--- config.mk ---
export PLATFORM = sky130hd
export DESIGN_NAME = equiv_miter_monitor_flat
export DESIGN_NICKNAME = d
export VERILOG_FILES = /design/src/rtl/equiv_miter_monitor_if.sv /design/src/rtl/equiv_miter_monitor.sv /design/src/flat_wrapper.sv
export SDC_FILE = /design/constraint.sdc
export NUM_CORES = 1
export LEC_CHECK = 0
export CAP_MARGIN = 5
export CORE_AREA = 3 3 127 129
export DETAILED_ROUTE_END_ITERATION = 8
export DIE_AREA = 0 0 130 132
export GPL_TIMING_DRIVEN = 0
export PLACE_DENSITY = 0.84
export SETUP_SLACK_MARGIN = 0.2
export SYNTH_ARGS = -nofsm -noshare
export SYNTH_HDL_FRONTEND = slang
export SYNTH_SLANG_ARGS = --single-unit
--- constraint.sdc ---
create_clock -name clk -period 6.3 [get_ports clk]
set_input_delay 0.945 -clock clk [delete_from_list [all_inputs] [get_ports clk]]
set_output_delay 0.945 -clock clk [all_outputs]
set_load 0.02 [all_outputs]
--- src/rtl/equiv_miter_monitor_if.sv ---
// Bus between the equivalence harness and the miter monitor: the two
// implementation outputs with their control strobes going in, and the
// verdict/capture signals coming back out.
interface equiv_miter_monitor_if #(
    parameter int WIDTH = 91,
    parameter int CNT_W = 16
);
    logic             en;
    logic             clear;
    logic [WIDTH-1:0] y_a;
    logic [WIDTH-1:0] y_b;
    logic             checking;
    logic             mismatch;
    logic             fail;
    logic [CNT_W-1:0] mismatch_count;
    logic [CNT_W-1:0] cycle_count;
    logic [CNT_W-1:0] first_fail_cycle;
    logic [WIDTH-1:0] first_diff;

    // Harness side: drives the samples, observes the verdict
    modport master (
        output en, clear, y_a, y_b,
        input  checking, mismatch, fail, mismatch_count, cycle_count,
               first_fail_cycle, first_diff
    );

    // Monitor side: consumes the samples, reports the verdict
    modport slave (
        input  en, clear, y_a, y_b,
        output checking, mismatch, fail, mismatch_count, cycle_count,
               first_fail_cycle, first_diff
    );
endinterface

--- src/rtl/equiv_miter_monitor.sv ---
// Cycle-by-cycle equivalence monitor for two implementations of one design.
// Each side is delayed by its own alignment line so the samples line up, a
// warm-up window is masked, and the first failing sample is captured.
module equiv_miter_monitor #(
    parameter int WIDTH        = 91,
    parameter int LAT_A        = 0,
    parameter int LAT_B        = 0,
    parameter int WARMUP       = 2,
    parameter int CNT_W        = 16,
    parameter int STOP_ON_FAIL = 0
) (
    input logic                  clk,
    input logic                  rst_n,
    equiv_miter_monitor_if.slave bus
);
    localparam int MAX_LAT  = (LAT_A > LAT_B) ? LAT_A : LAT_B;
    localparam int MASK_LEN = WARMUP + MAX_LAT;
    localparam int MASK_W   = $clog2(MASK_LEN + 2);
    localparam logic [MASK_W-1:0] MASK_LAST = MASK_W'(MASK_LEN - 1);
    localparam logic [CNT_W-1:0]  CNT_MAX   = '1;

    typedef enum logic [1:0] {
        ST_IDLE,
        ST_WARMUP,
        ST_CHECK,
        ST_HALTED
    } state_t;

    state_t             state;
    logic [MASK_W-1:0]  mask_cnt;
    logic               mismatch_r;
    logic               fail_r;
    logic [CNT_W-1:0]   mismatch_cnt;
    logic [CNT_W-1:0]   cycle_cnt;
    logic [CNT_W-1:0]   first_cycle_r;
    logic [WIDTH-1:0]   first_diff_r;

    logic               restart;
    logic [WIDTH-1:0]   a_al;
    logic [WIDTH-1:0]   b_al;
    logic               do_compare;
    logic               fire;

    // Reset and clear are the same soft restart of every register
    assign restart = !rst_n || bus.clear;

    generate
        if (LAT_A == 0) begin : g_a_pass
            assign a_al = bus.y_a;
        end else begin : g_a_dly
            logic [WIDTH-1:0] line [LAT_A];

            // Shift side-A samples one stage per enabled cycle
            always_ff @(posedge clk) begin
                if (restart) begin
                    for (int i = 0; i < LAT_A; i++) line[i] <= '0;
                end else if (bus.en) begin
                    line[0] <= bus.y_a;
                    for (int i = 1; i < LAT_A; i++) line[i] <= line[i-1];
                end
            end

            assign a_al = line[LAT_A-1];
        end

        if (LAT_B == 0) begin : g_b_pass
            assign b_al = bus.y_b;
        end else begin : g_b_dly
            logic [WIDTH-1:0] line [LAT_B];

            // Shift side-B samples one stage per enabled cycle
            always_ff @(posedge clk) begin
                if (restart) begin
                    for (int i = 0; i < LAT_B; i++) line[i] <= '0;
                end else if (bus.en) begin
                    line[0] <= bus.y_b;
                    for (int i = 1; i < LAT_B; i++) line[i] <= line[i-1];
                end
            end

            assign b_al = line[LAT_B-1];
        end
    endgenerate

    // With no masked window the very first enabled sample is already judged;
    // case inequality makes X/Z bits count as a difference in simulation
    assign do_compare = bus.en &&
                        ((state == ST_CHECK) || ((state == ST_IDLE) && (MASK_LEN == 0)));
    assign fire       = do_compare && (a_al !== b_al);

    // Warm-up/check sequencing, counters, mismatch pulse and first-fail capture
    always_ff @(posedge clk) begin
        if (restart) begin
            state         <= ST_IDLE;
            mask_cnt      <= '0;
            mismatch_r    <= 1'b0;
            fail_r        <= 1'b0;
            mismatch_cnt  <= '0;
            cycle_cnt     <= '0;
            first_cycle_r <= '0;
            first_diff_r  <= '0;
        end else begin
            mismatch_r <= 1'b0;
            if (bus.en) begin
                if (cycle_cnt != CNT_MAX) cycle_cnt <= cycle_cnt + 1'b1;

                case (state)
                    ST_IDLE: begin
                        if (MASK_LEN == 0) begin
                            state <= (fire && (STOP_ON_FAIL != 0)) ? ST_HALTED : ST_CHECK;
                        end else if (MASK_LEN == 1) begin
                            state <= ST_CHECK;
                        end else begin
                            state    <= ST_WARMUP;
                            mask_cnt <= MASK_W'(1);
                        end
                    end
                    ST_WARMUP: begin
                        mask_cnt <= mask_cnt + 1'b1;
                        if (mask_cnt == MASK_LAST) state <= ST_CHECK;
                    end
                    ST_CHECK: begin
                        if (fire && (STOP_ON_FAIL != 0)) state <= ST_HALTED;
                    end
                    default: begin
                        state <= ST_HALTED;
                    end
                endcase

                if (fire) begin
                    mismatch_r <= 1'b1;
                    if (mismatch_cnt != CNT_MAX) mismatch_cnt <= mismatch_cnt + 1'b1;
                    if (!fail_r) begin
                        fail_r        <= 1'b1;
                        first_cycle_r <= cycle_cnt;
                        first_diff_r  <= a_al ^ b_al;
                    end
                end
            end
        end
    end

    assign bus.checking         = (state == ST_CHECK);
    assign bus.mismatch         = mismatch_r;
    assign bus.fail             = fail_r;
    assign bus.mismatch_count   = mismatch_cnt;
    assign bus.cycle_count      = cycle_cnt;
    assign bus.first_fail_cycle = first_cycle_r;
    assign bus.first_diff       = first_diff_r;
endmodule
--- src/flat_wrapper.sv ---
// flat-port wrapper written by rule: the top's interface ports become plain ports
module equiv_miter_monitor_flat 
#(
    parameter int WIDTH        = 91,
    parameter int LAT_A        = 0,
    parameter int LAT_B        = 0,
    parameter int WARMUP       = 2,
    parameter int CNT_W        = 16,
    parameter int STOP_ON_FAIL = 0
)
  (clk, rst_n, bus_en, bus_clear, bus_y_a, bus_y_b, bus_checking, bus_mismatch, bus_fail, bus_mismatch_count, bus_cycle_count, bus_first_fail_cycle, bus_first_diff);
  equiv_miter_monitor_if #(.WIDTH(WIDTH), .CNT_W(CNT_W)) bus_i ();
  input logic clk;
  input logic rst_n;
  input wire logic [$bits(bus_i.en)-1:0] bus_en;
  input wire logic [$bits(bus_i.clear)-1:0] bus_clear;
  input wire logic [$bits(bus_i.y_a)-1:0] bus_y_a;
  input wire logic [$bits(bus_i.y_b)-1:0] bus_y_b;
  output wire logic [$bits(bus_i.checking)-1:0] bus_checking;
  output wire logic [$bits(bus_i.mismatch)-1:0] bus_mismatch;
  output wire logic [$bits(bus_i.fail)-1:0] bus_fail;
  output wire logic [$bits(bus_i.mismatch_count)-1:0] bus_mismatch_count;
  output wire logic [$bits(bus_i.cycle_count)-1:0] bus_cycle_count;
  output wire logic [$bits(bus_i.first_fail_cycle)-1:0] bus_first_fail_cycle;
  output wire logic [$bits(bus_i.first_diff)-1:0] bus_first_diff;
  assign bus_i.en = bus_en;
  assign bus_i.clear = bus_clear;
  assign bus_i.y_a = bus_y_a;
  assign bus_i.y_b = bus_y_b;
  assign bus_checking = bus_i.checking;
  assign bus_mismatch = bus_i.mismatch;
  assign bus_fail = bus_i.fail;
  assign bus_mismatch_count = bus_i.mismatch_count;
  assign bus_cycle_count = bus_i.cycle_count;
  assign bus_first_fail_cycle = bus_i.first_fail_cycle;
  assign bus_first_diff = bus_i.first_diff;
  equiv_miter_monitor #(.WIDTH(WIDTH), .LAT_A(LAT_A), .LAT_B(LAT_B), .WARMUP(WARMUP), .CNT_W(CNT_W), .STOP_ON_FAIL(STOP_ON_FAIL)) u_core (.clk(clk), .rst_n(rst_n), .bus(bus_i));
endmodule
# Word-level counts from Yosys, hierarchy flattened
# Cells that the tools add are included.
[totals]
regBits = 145
latchBits = 0
ramBits = 0
mem_bits_ro = 0
inputBits = 186
output_inout_bits = 142
wordCells = 39
memories = 0
[classes]
addsub = 3
multipliers = 0
n_div = 0
order_cmp = 0
eq_ne = 7
shift = 0
n_mux = 4
n_bitwise = 4
reduce_logical = 13
[ops]
columns = ["operator", "n"]
rows = [
  ["$nex 91x91->1", 1],
  ["$xor 91x91->91", 1],
  ["$add 16x1->16 const B", 2],
  ["$ne 16x16->1 const B", 2],
  ["$reduce_and 3->1", 3],
  ["$pmux 2 s3", 1],
  ["$reduce_and 2->1", 3],
  ["$eq 2x1->1 const B", 2],
  ["$pmux 2 s2", 1],
  ["$not 1->1", 3],
  ["$add 2x1->2 const B", 1],
  ["$eq 2x2->1 const B", 1],
  ["$logic_and 1x1->1", 2],
  ["$logic_not 2->1", 1],
  ["$mux 2", 1],
  ["$ne 2x1->1 const B", 1],
  ["$reduce_bool 2->1", 1],
  ["$reduce_or 2->1", 1],
  ["$logic_not 1->1", 1],
  ["$logic_or 1x1->1", 1],
  ["$mux 1", 1],
]

# Depth between registers and ports, before layout
# Gate-level depths: netlist (run 1).
[logic_depth]
depth_word = 4
mapped_depth = 9
depth_no_buf = 7

# Worst setup path after synthesis (run 1)
# OpenSTA, ideal clock, no wires.
[synth_path]
path_kind = "input to register"
startpoint = "in bus_y_b[29]"
endpoint = "reg u_core.first_diff_r[1], in the netlist u_core.bus.first_diff[1]"
setup_time_ps = 137
t_arrival_ps = 2811
t_required_ps = 6163
path_slack_ps = 3351
cell_stages = 9
n_path_buf = 2
path_cell_list = "xnor2_1 > nand4_1 > or4_4 > nor4_4 > a211oi_2 > buf_6 > clkbuf_1 > nor2_1 > a211oi_2"
[synth_via]
elab_chain_cells = 3
[synth_lines]
columns = ["item", "line_no", "rtl"]
rows = [
  ["start: declaration", "flat_wrapper.sv:18", "input wire logic [$bits(bus_i.y_b)-1:0] bus_y_b;"],
  ["$nex 91x91->1", "equiv_miter_monitor.sv:89", "assign fire = do_compare && (a_al !== b_al);"],
  ["$logic_and 1x1->1", "equiv_miter_monitor.sv:89", ""],
  ["$reduce_and 3->1 (no line)", "--", ""],
  ["end signal: assignment", "equiv_miter_monitor.sv:136", "first_diff_r <= a_al ^ b_al;"],
  ["end: declaration", "equiv_miter_monitor.sv:36", "logic [WIDTH-1:0] first_diff_r;"],
]
# No other way between the ends.
# A chain may end at the register's enable or synchronous reset.

# Final worst setup path (run 1)
[layout_path]
startpoint = "in bus_y_a[52]"
endpoint = "reg u_core.first_diff_r[27], in the netlist u_core.bus.first_diff[27]"
[layout_via]
elab_chain_cells = 3
[layout_lines]
columns = ["item", "line_no", "rtl"]
rows = [
  ["start: declaration", "flat_wrapper.sv:17", "input wire logic [$bits(bus_i.y_a)-1:0] bus_y_a;"],
  ["$nex 91x91->1", "equiv_miter_monitor.sv:89", ""],
  ["$logic_and 1x1->1", "equiv_miter_monitor.sv:89", ""],
  ["$reduce_and 3->1 (no line)", "--", ""],
]
# No other way between the ends.

==> results_dict.tcl, run 1 <==
set metrics [dict create \
    status "finished clean" \
    ys_types 40 \
    register_area_um2 2900 \
    crit_path_max_fanout 10 \
    dp_hpwl_um 20700 \
    cts_tree "yes" \
    syn-num-nets 900 \
    die_w_um 130 \
    cts_max_path_buffers 2 \
    crit_slowest_cell "or4_4" \
    fp-row-count 45 \
    postCtsHoldBufs 0 \
    critPathMostFrequentCell "a211oi_2" \
    num_io_pins 328 \
    crit_buf_inv 3 \
    drc 0 \
    dr.pass1.iters 5 \
    fmax_ghz 0.267 \
    synth-seq-cells 145 \
    h-tree-depth 4 \
    grt_pass1_vias 6706 \
    antenna_cells 0 \
    place.gp.congestion 0.883 \
    area_growth_pct 63.6 \
    cts_sinks 145 \
    finalSetupViolations 0 \
    worstRegToRegCells 8 \
    setup-tns-final_ps 0 \
    multi_input_area_um2 3260 \
    coreArea_um2 15100 \
    critPathKind "primary input to register" \
    antenna_found_initial 0 \
    clock_skew_ps 8.39 \
    synthCells 711 \
    p_per_area_nw_per_um2 210 \
    post_cts_resized 0 \
    ys.flop_type "dfxtp_1" \
    yosysSeqAreaShare 0.450 \
    grt_first_pass_wirelength_um 38000 \
    ys_top_cells_by_area "dfxtp_1 45%, xnor2_1 13%, a211oi_1 9.5%, nor2_1 6.9%, nand4_1 2.8%" \
    finalCriticalPeriod_ps 3740 \
    r2r_slack_ps 3450 \
    vias 6868 \
    drive_above_1_share 0.0523 \
    drt_wl_total_um 26000 \
    hold_depth 2 \
    crit_cells 10 \
    synth_top_area_frac 0.450 \
    power.leakage_nw 3.34 \
    hold_viol 0 \
    slowest_delay_ps 590 \
    rsz0062_at_grt "no" \
    overflow 0 \
    crit_required_ps 6580 \
    nets 1246 \
    fin_crit_sh 0.594 \
    synth_area_per_cell_um2 9.08 \
    antenna_left 0 \
    dieHeight_um 132 \
    crit_path_start_kind "primary input" \
    placed_cells 1226 \
    drt_iter0_markers 481 \
    crit_chain "clkdlybuf4s50_1 -> xnor2_1 -> nand4_1 -> or4_4 -> nor4_4 -> a211oi_2 -> buf_6 -> clkbuf_1 -> nor2_1 -> a211oi_2" \
    synth_edf_count 0 \
    async_flop_share 0 \
    dieArea_um2 17200 \
    drv_slew 0 \
    yosys.area.top_type "dfxtp_1" \
    worstHoldPathType "register to register" \
    drv_cap 0 \
    synth_common_cells "145 x dfxtp_1, 118 x nor2_1, 96 x xnor2_1, 82 x a211oi_1, 38 x nand2_1" \
    final_cells 1258 \
    endpoint_kind "register" \
    slew_headroom 0.522 \
    io_buffers 327 \
    setup_ws_ps 2560 \
    numCtsBuffers 17 \
    grt_max_degree 17 \
    yosysMostFrequentCell "dfxtp_1" \
    fill_cells 1204 \
    initial_core_util 0.426 \
    crit_family "simple AND/OR/NAND/NOR gates" \
    clock_latency_ps 420 \
    peakVddDrop_uv 187 \
    yosys_warnings 0 \
    clk_pin_slew_worst_paths_ps 60 \
    tightest_slew_ps 711 \
    grt_usage 0.292 \
    wl_per_cell_um 20.7 \
    place_ws_ps 2150 \
    cts-root-buf "clkbuf_16" \
    netlist_area_um2 6450 \
    cts_setup_buffers 0 \
    vias_per_cell 5.46 \
    cp.arrival_ps 4020 \
]
==> metrics by stage <==
stage                     power (mW)  area [µm²]   util  hold slack, ps
final                           2.22       10600  0.697             467
after CTS                       2.22       10600  0.697             468
after floorplan                 1.03        6450      -             451
after global routing            2.28       10600  0.697             485
after detailed placement        1.21        9960  0.658             460
after global placement          1.21        9960  0.658             444
==> area by class of cell <==
class | count | share of cell area
clock inverter | 10 | 0.0127
timing repair buffer | 327 | 0.310
clock buffer | 22 | 0.0440
multi-input combinational | 513 | 0.309
sequential | 145 | 0.275
buffer | 47 | 0.0250
inverter | 6 | 0.00213
tap | 188 | 0.0223
==> cells by family after synthesis <==
family                   count (synthesis)  synth area share
AO/OA/AOI/OAI                          145             0.165
XOR/XNOR                               105             0.143
adder cells (fa/ha/maj)                  3           0.00582
buffers and inverters                   53            0.0444
flip-flops                             145             0.450
multiplexers                             4           0.00621
AND/OR/NAND/NOR                        256             0.186
==> cells in the final DEF (no fill, tap or decap), types with 4 or more instances in the layout <==
| master | instances |
|---|---|
| xor2_1 | 9 |
| nand4_1 | 29 |
| a21oi_1 | 11 |
| or4_1 | 4 |
| a211oi_2 | 10 |
| nor2_1 | 118 |
| xnor2_1 | 96 |
| buf_6 | 11 |
| nand2b_1 | 6 |
| clkdlybuf4s50_1 | 327 |
| nand3_1 | 34 |
| clkinv_2 | 4 |
| nand2_1 | 38 |
| dfxtp_1 | 145 |
| a211oi_1 | 82 |
| clkbuf_1 | 33 |
| o21ai_0 | 23 |
| nor4_1 | 8 |
| buf_2 | 4 |
| inv_1 | 6 |
| mux2i_1 | 4 |
| o311ai_0 | 4 |
| o31ai_1 | 5 |
| o41ai_1 | 4 |
| clkbuf_16 | 17 |
==> worst register-to-register path: cells and delay by family (launching register included) <==
family | cells | cell delay (ps)
AOI/OAI and AO/OA | 2 | 260
buffers and inverters | 2 | 730
DFF | 1 | 410
and+or+nand+nor | 4 | 1390
==> worst paths after layout <==
kind	from	end
setup / recovery	bus_y_a[52]	u_core.bus.first_diff[27]$_SDFFE_PP0P_
hold / removal	u_core.bus.first_fail_cycle[7]$_SDFFE_PP0P_	u_core.bus.first_fail_cycle[7]$_SDFFE_PP0P_
setup reg to reg	u_core.bus.mismatch_count[2]$_SDFFE_PP0P_	u_core.bus.mismatch_count[0]$_SDFFE_PP0P_
hold reg to reg	u_core.bus.first_fail_cycle[7]$_SDFFE_PP0P_	u_core.bus.first_fail_cycle[7]$_SDFFE_PP0P_
==> layer usage <==
metal  track usage  share of wire  vias to the layer above
li1              -              -                     3209
met3        0.0847          0.094                       66
met4         0.137          0.039                        0
met2         0.458           0.46                      380
met5             0              0                        -
met1         0.367           0.40                     3213
==> sequential cells by signal (all words and copies together) (netlist names) <==
register and cells:
u_core.bus.first_fail_cycle 16, u_core.bus.mismatch 1, u_core.mask_cnt 2, u_core.bus.first_diff 91, u_core.bus.mismatch_count 16, u_core.state 2, u_core.bus.fail 1, u_core.bus.cycle_count 16
==> where the power goes <==
| part | switching (mW) | internal (mW) | leakage [nW] |
|---|---|---|---|
| Sequential | 0.00178 | 0.918 | 1.17 |
| Combinational | 0.121 | 0.150 | 1.89 |
| Clock | 0.389 | 0.642 | 0.290 |
No activity file was read; power rests on OpenSTA's default activity.
==> run 2, diff against run 1 <==
--- a/config.mk
+++ b/config.mk
@@ -6,11 +6,11 @@
 export NUM_CORES = 1
 export LEC_CHECK = 0
 export CAP_MARGIN = 5
-export CORE_AREA = 3 3 127 129
+export CORE_AREA = 3 3 132 134
 export DETAILED_ROUTE_END_ITERATION = 8
-export DIE_AREA = 0 0 130 132
+export DIE_AREA = 0 0 135 137
 export GPL_TIMING_DRIVEN = 0
-export PLACE_DENSITY = 0.84
+export PLACE_DENSITY = 0.79
 export SETUP_SLACK_MARGIN = 0.2
 export SYNTH_ARGS = -nofsm -noshare
 export SYNTH_HDL_FRONTEND = slang
==> constraint.sdc (replaced) <==
create_clock -name clk -period 3.66 [get_ports clk]
set_input_delay 0.549 -clock clk [delete_from_list [all_inputs] [get_ports clk]]
set_output_delay 0.549 -clock clk [all_outputs]
set_load 0.02 [all_outputs]
==> run 2 against run 1 <==
Worst setup slack worse by 2200 ps. Design area rose by 0.18%. Sequential share of layout area barely moved. Die area up 7.8%. Clock power is 66% higher. Largest power group unchanged. Core utilization fell by 5.2 points. Largest cell class unchanged. Global-route usage decreased by 1.5 points.
==> results_dict.tcl, run 2 (synthesized netlist as in run 1, its figures left out) <==
set metrics [dict create \
    fmax_ghz 0.303 \
    io_buffers 327 \
    final_common_cell "clkdlybuf4s50_1" \
    final_cells 1289 \
    rsz0062_at_grt "no" \
    setup_ws_ps 359 \
    crit_chain "clkdlybuf4s50_1 -> xnor2_1 -> nand4_1 -> or4_4 -> nor4_4 -> a211oi_2 -> buf_6 -> clkbuf_1 -> nor2_1 -> a211oi_2" \
    drive_above_1_share 0.0506 \
    crit_path_start_kind "primary input" \
    finalCriticalPeriod_ps 3300 \
    hold_viol 0 \
    fill_cells 1345 \
    wl_per_cell_um 20.3 \
    clock_latency_ps 430 \
    area_growth_pct 63.9 \
    nets 1246 \
    drv_slew 0 \
    critPathKind "primary input to register" \
    place_ws_ps -162 \
    numCtsBuffers 17 \
    p_per_area_nw_per_um2 355 \
    cts_max_path_buffers 2 \
    grt_max_degree 17 \
    coreArea_um2 16400 \
    vias_per_cell 5.26 \
    final_cell_mix "327 x clkdlybuf4s50_1, 145 x dfxtp_1, 118 x nor2_1" \
    drc 0 \
    cts_sinks 145 \
    place.gp.congestion 0.895 \
    finalSetupViolations 0 \
    dr.pass1.iters 7 \
    fin_crit_sh 0.902 \
    power.leakage_nw 3.34 \
    crit_buf_inv 3 \
    die_w_um 135 \
    tightest_slew_ps 812 \
    fp-row-count 47 \
    slowest_delay_ps 600 \
    antenna_found_initial 3 \
    placed_cells 1258 \
    crit_family "simple AND/OR/NAND/NOR gates" \
    grt_pass1_vias 6609 \
    status "finished clean" \
    clock_skew_ps 9.69 \
    crit_required_ps 3940 \
    drt_wl_total_um 26200 \
    largest_register_ffs 91 \
    cts_tree "yes" \
    drv_cap 0 \
    slew_headroom 0.459 \
    num_io_pins 328 \
    postCtsHoldBufs 0 \
    overflow 0 \
    fin_util 0.645 \
    dieArea_um2 18500 \
    endpoint_kind "register" \
    dieHeight_um 137 \
    antenna_left 0 \
    vias 6782 \
    grt_usage 0.277 \
    crit_slowest_cell "or4_4" \
    grt_first_pass_wirelength_um 38900 \
    cp.arrival_ps 3580 \
    worstHoldPathType "register to register" \
    dp_hpwl_um 20800 \
    drt_iter0_markers 555 \
    h-tree-depth 4 \
    clk_pin_slew_worst_paths_ps 60 \
    critPathMostFrequentCell "a211oi_2" \
    crit_path_max_fanout 10 \
    setup-tns-final_ps 0 \
    cts-root-buf "clkbuf_16" \
    peakVddDrop_uv 296 \
    initial_core_util 0.393 \
]
-- run 2: area by class of cell --
type / instances / area, µm² / area share
inverters: 6 / 22.5 / 0.00213
diodes: 1 / 2.50 / 0.000237
repair buffers: 327 / 3270 / 0.309
clock buffers: 25 / 495 / 0.0468
multi-input cells: 513 / 3260 / 0.308
flip-flops and latches: 145 / 2900 / 0.274
plain buffers: 47 / 265 / 0.0251
clock inverters: 5 / 77.6 / 0.00733
well taps: 220 / 275 / 0.0260
-- run 2: final timing paths --
check	from	to	slack [ps]	depth (start not counted)
min reg2reg	u_core.bus.first_fail_cycle[9]$_SDFFE_PP0P_	u_core.bus.first_fail_cycle[9]$_SDFFE_PP0P_	460	2
max reg2reg	u_core.bus.mismatch_count[2]$_SDFFE_PP0P_	u_core.bus.mismatch_count[1]$_SDFFE_PP0P_	750	8
max	bus_y_b[40]	u_core.bus.first_diff[19]$_SDFFE_PP0P_	360	10
min	u_core.bus.first_fail_cycle[9]$_SDFFE_PP0P_	u_core.bus.first_fail_cycle[9]$_SDFFE_PP0P_	460	2
-- run 2: worst min-delay path: stages (launching register included) --
cell,delay (ps)
dfxtp_1,310
nand2_1,50
o21ai_0,60
-- run 2: per-stage QoR --
stage	area [µm²]	power [mW]	hold slack [ps]
after floorplan	6450	1.78	451
after global placement	10000	2.08	443
after detailed placement	10000	2.08	451
after CTS	10600	3.76	459
after global routing	10600	3.87	470
final	10600	3.76	457
-- run 2: repair_timing --
item	CTS	global route
setup endpoints to repair	0	6
setup buffers	0	0
resized for setup	0	2
-- run 2: routing by layer --
metal	global-route usage	part of all wire	vias to the layer above	routed length [µm]
met5	0	0.00084	-	22
met4	0.0935	0.022	4	566
met3	0.0824	0.081	39	2110
met2	0.463	0.48	296	12600
met1	0.342	0.42	3219	10900
li1	-	-	3224	-
-- run 2: power by group --
group	total (mW)	internal [mW]	switching, mW
Combinational	0.465	0.258	0.207
Sequential	1.58	1.58	0.00329
Clock	1.71	1.07	0.643
==> run 3, diff against run 2 <==
--- a/config.mk
+++ b/config.mk
@@ -6,11 +6,12 @@
 export NUM_CORES = 1
 export LEC_CHECK = 0
 export CAP_MARGIN = 5
-export CORE_AREA = 3 3 132 134
+export CORE_AREA = 3 3 138 140
 export DETAILED_ROUTE_END_ITERATION = 8
-export DIE_AREA = 0 0 135 137
+export DIE_AREA = 0 0 141 143
+export GPL_ROUTABILITY_DRIVEN = 0
 export GPL_TIMING_DRIVEN = 0
-export PLACE_DENSITY = 0.79
+export PLACE_DENSITY = 0.76
 export SETUP_SLACK_MARGIN = 0.2
 export SYNTH_ARGS = -nofsm -noshare
 export SYNTH_HDL_FRONTEND = slang
==> constraint.sdc (replaced) <==
create_clock -name clk -period 2.7 [get_ports clk]
set_input_delay 0.405 -clock clk [delete_from_list [all_inputs] [get_ports clk]]
set_output_delay 0.405 -clock clk [all_outputs]
set_load 0.02 [all_outputs]
==> run 3 against run 2 <==
Worst hold slack lost 91 ps. Sequential power grew 36%. Flip-flop and latch count is the same. Total power grew 35%. Combinational power grew 49%. Final cell count grew 2.2%. Count of clock-buffer cells in the layout shrank 8. Worst setup slack lost 150 ps.
==> results_dict.tcl, run 3 (synthesized netlist as in run 1, its figures left out) <==
set metrics [dict create \
    overflow 0 \
    largest_register_ffs 91 \
    power_mw 5.07 \
    rsz0062_at_grt "yes" \
    fin_util 0.625 \
    p_per_area_nw_per_um2 451 \
    nets 1264 \
    drv_slew 0 \
    dieHeight_um 143 \
    clock_latency_ps 420 \
    final_common_cell "clkdlybuf4s50_1" \
    crit_required_ps 2980 \
    worstHoldPathType "primary input to register" \
    initial_core_util 0.359 \
    dp_hpwl_um 20700 \
    final_cell_mix "305 x clkdlybuf4s50_1, 145 x dfxtp_1, 102 x nor2_1" \
    antenna_cells 0 \
    die_w_um 141 \
    power.leakage_nw 3.84 \
    endpoint_kind "register" \
    fp-row-count 49 \
    vias_per_cell 5.15 \
    wl_per_cell_um 20.1 \
    cts-root-buf "clkbuf_16" \
    vias 6785 \
    crit_path_max_fanout 10 \
    finalCriticalPeriod_ps 2490 \
    dieArea_um2 20200 \
    crit_path_start_kind "primary input" \
    grt_usage 0.253 \
    drc 0 \
    critPathKind "primary input to register" \
    drt_iter0_markers 419 \
    drive_above_1_share 0.135 \
    num_io_pins 328 \
    fin_crit_sh 0.923 \
    antenna_found_initial 0 \
    fmax_ghz 0.401 \
    antenna_left 0 \
    cts_sinks 145 \
    numCtsBuffers 17 \
    area_growth_pct 74.0 \
    hold_viol 0 \
    cp.arrival_ps 2780 \
    grt_first_pass_wirelength_um 38900 \
    drv_cap 0 \
    cts_tree "yes" \
    dr.pass1.iters 5 \
    postCtsHoldBufs 0 \
    finalSetupViolations 0 \
    slew_headroom 0.442 \
    multi_input_area_um2 3630 \
    peakVddDrop_uv 409 \
    tightest_slew_ps 837 \
    register_area_um2 2900 \
    status "finished clean" \
    drt_wl_total_um 26400 \
    grt_pass1_vias 6666 \
    io_buffers 327 \
    grt_max_degree 17 \
    clk_pin_slew_worst_paths_ps 60 \
    cts_max_path_buffers 2 \
    clock_skew_ps 11.1 \
    h-tree-depth 4 \
    fill_cells 1546 \
    coreArea_um2 18000 \
]
## run 3: cell types whose count changed in the layout (fill, tap and decap cells not counted), sizes merged
| cell | before | now |
|---|---|---|
| a211oi | 92 | 93 |
| buf | 17 | 36 |
| bufinv | 2 | 0 |
| clkbuf | 55 | 45 |
| clkdlybuf4s50 | 327 | 305 |
| clkinv | 2 | 1 |
| clkinvlp | 1 | 5 |
| diode | 1 | 0 |
| dlygate4sd2 | 0 | 4 |
| dlymetal6s2s | 0 | 18 |
| inv | 6 | 15 |
## run 3: worst max-delay path, cell delays in order
cell             delay, ps
clkdlybuf4s50_1        420
xnor2_1                430
nand4_1                170
nor4_2                 330
and4_4                 360
a211oi_4               120
buf_6                  170
clkbuf_8               170
nor2_1                 130
a211oi_2                60
## run 3: final timing paths
kind                                                     from                                           to  slack, ps  depth (start not counted)
hold reg to reg   u_core.bus.first_fail_cycle[7]$_SDFFE_PP0P_  u_core.bus.first_fail_cycle[7]$_SDFFE_PP0P_        450                          2
setup reg to reg    u_core.bus.mismatch_count[2]$_SDFFE_PP0P_    u_core.bus.mismatch_count[0]$_SDFFE_PP0P_        470                          8
hold / removal                                    bus_y_b[71]       u_core.bus.first_diff[71]$_SDFFE_PP0P_        370                          3
setup / recovery                                  bus_y_b[16]        u_core.bus.first_diff[7]$_SDFFE_PP0P_        210                         10
## run 3: cell type report
class | count | share of cell area
Buffer | 46 | 0.0321
Clock buffer | 17 | 0.0379
Clock inverter | 15 | 0.0111
Inverter | 6 | 0.00201
Multi-Input combinational cell | 514 | 0.323
Sequential cell | 145 | 0.259
Tap cell | 229 | 0.0255
Timing Repair Buffer | 345 | 0.309
## run 3: report_power, final
part	total (mW)	leakage [nW]	internal, mW	switching (mW)
logic	0.691	2.42	0.384	0.308
registers	2.15	1.17	2.14	0.00398
clock network	2.23	0.255	1.20	1.03
## run 3: timing repair
action	4_1_cts	5_1_grt
endpoints found under the setup margin	125	123
gates cloned	3	1
pin swaps	10	11
endpoints found under the hold margin	0	0
setup buffers	7	8
resized for setup	60	67
## run 3: metrics by stage
stage / TNS, ps / std cells / instance area (µm²) / hold WS (ps) / setup slack, ps
floorplan: 0 / 711 / 6450 / 451 / 291
global placement: -112450 / 1267 / 10000 / 443 / -1120
detailed placement: -115240 / 1267 / 10000 / 452 / -1140
CTS: 0 / 1309 / 10900 / 462 / 203
global route: 0 / 1317 / 11200 / 365 / 156
finish: 0 / 1317 / 11200 / 366 / 207
## run 3: routing by layer
layer,GRT usage,routed length [µm],vias to the layer above
li1,-,-,3255
met1,0.336,11300,3207
met2,0.409,12800,279
met3,0.0563,1740,44
met4,0.0857,635,0
met5,0,0,-
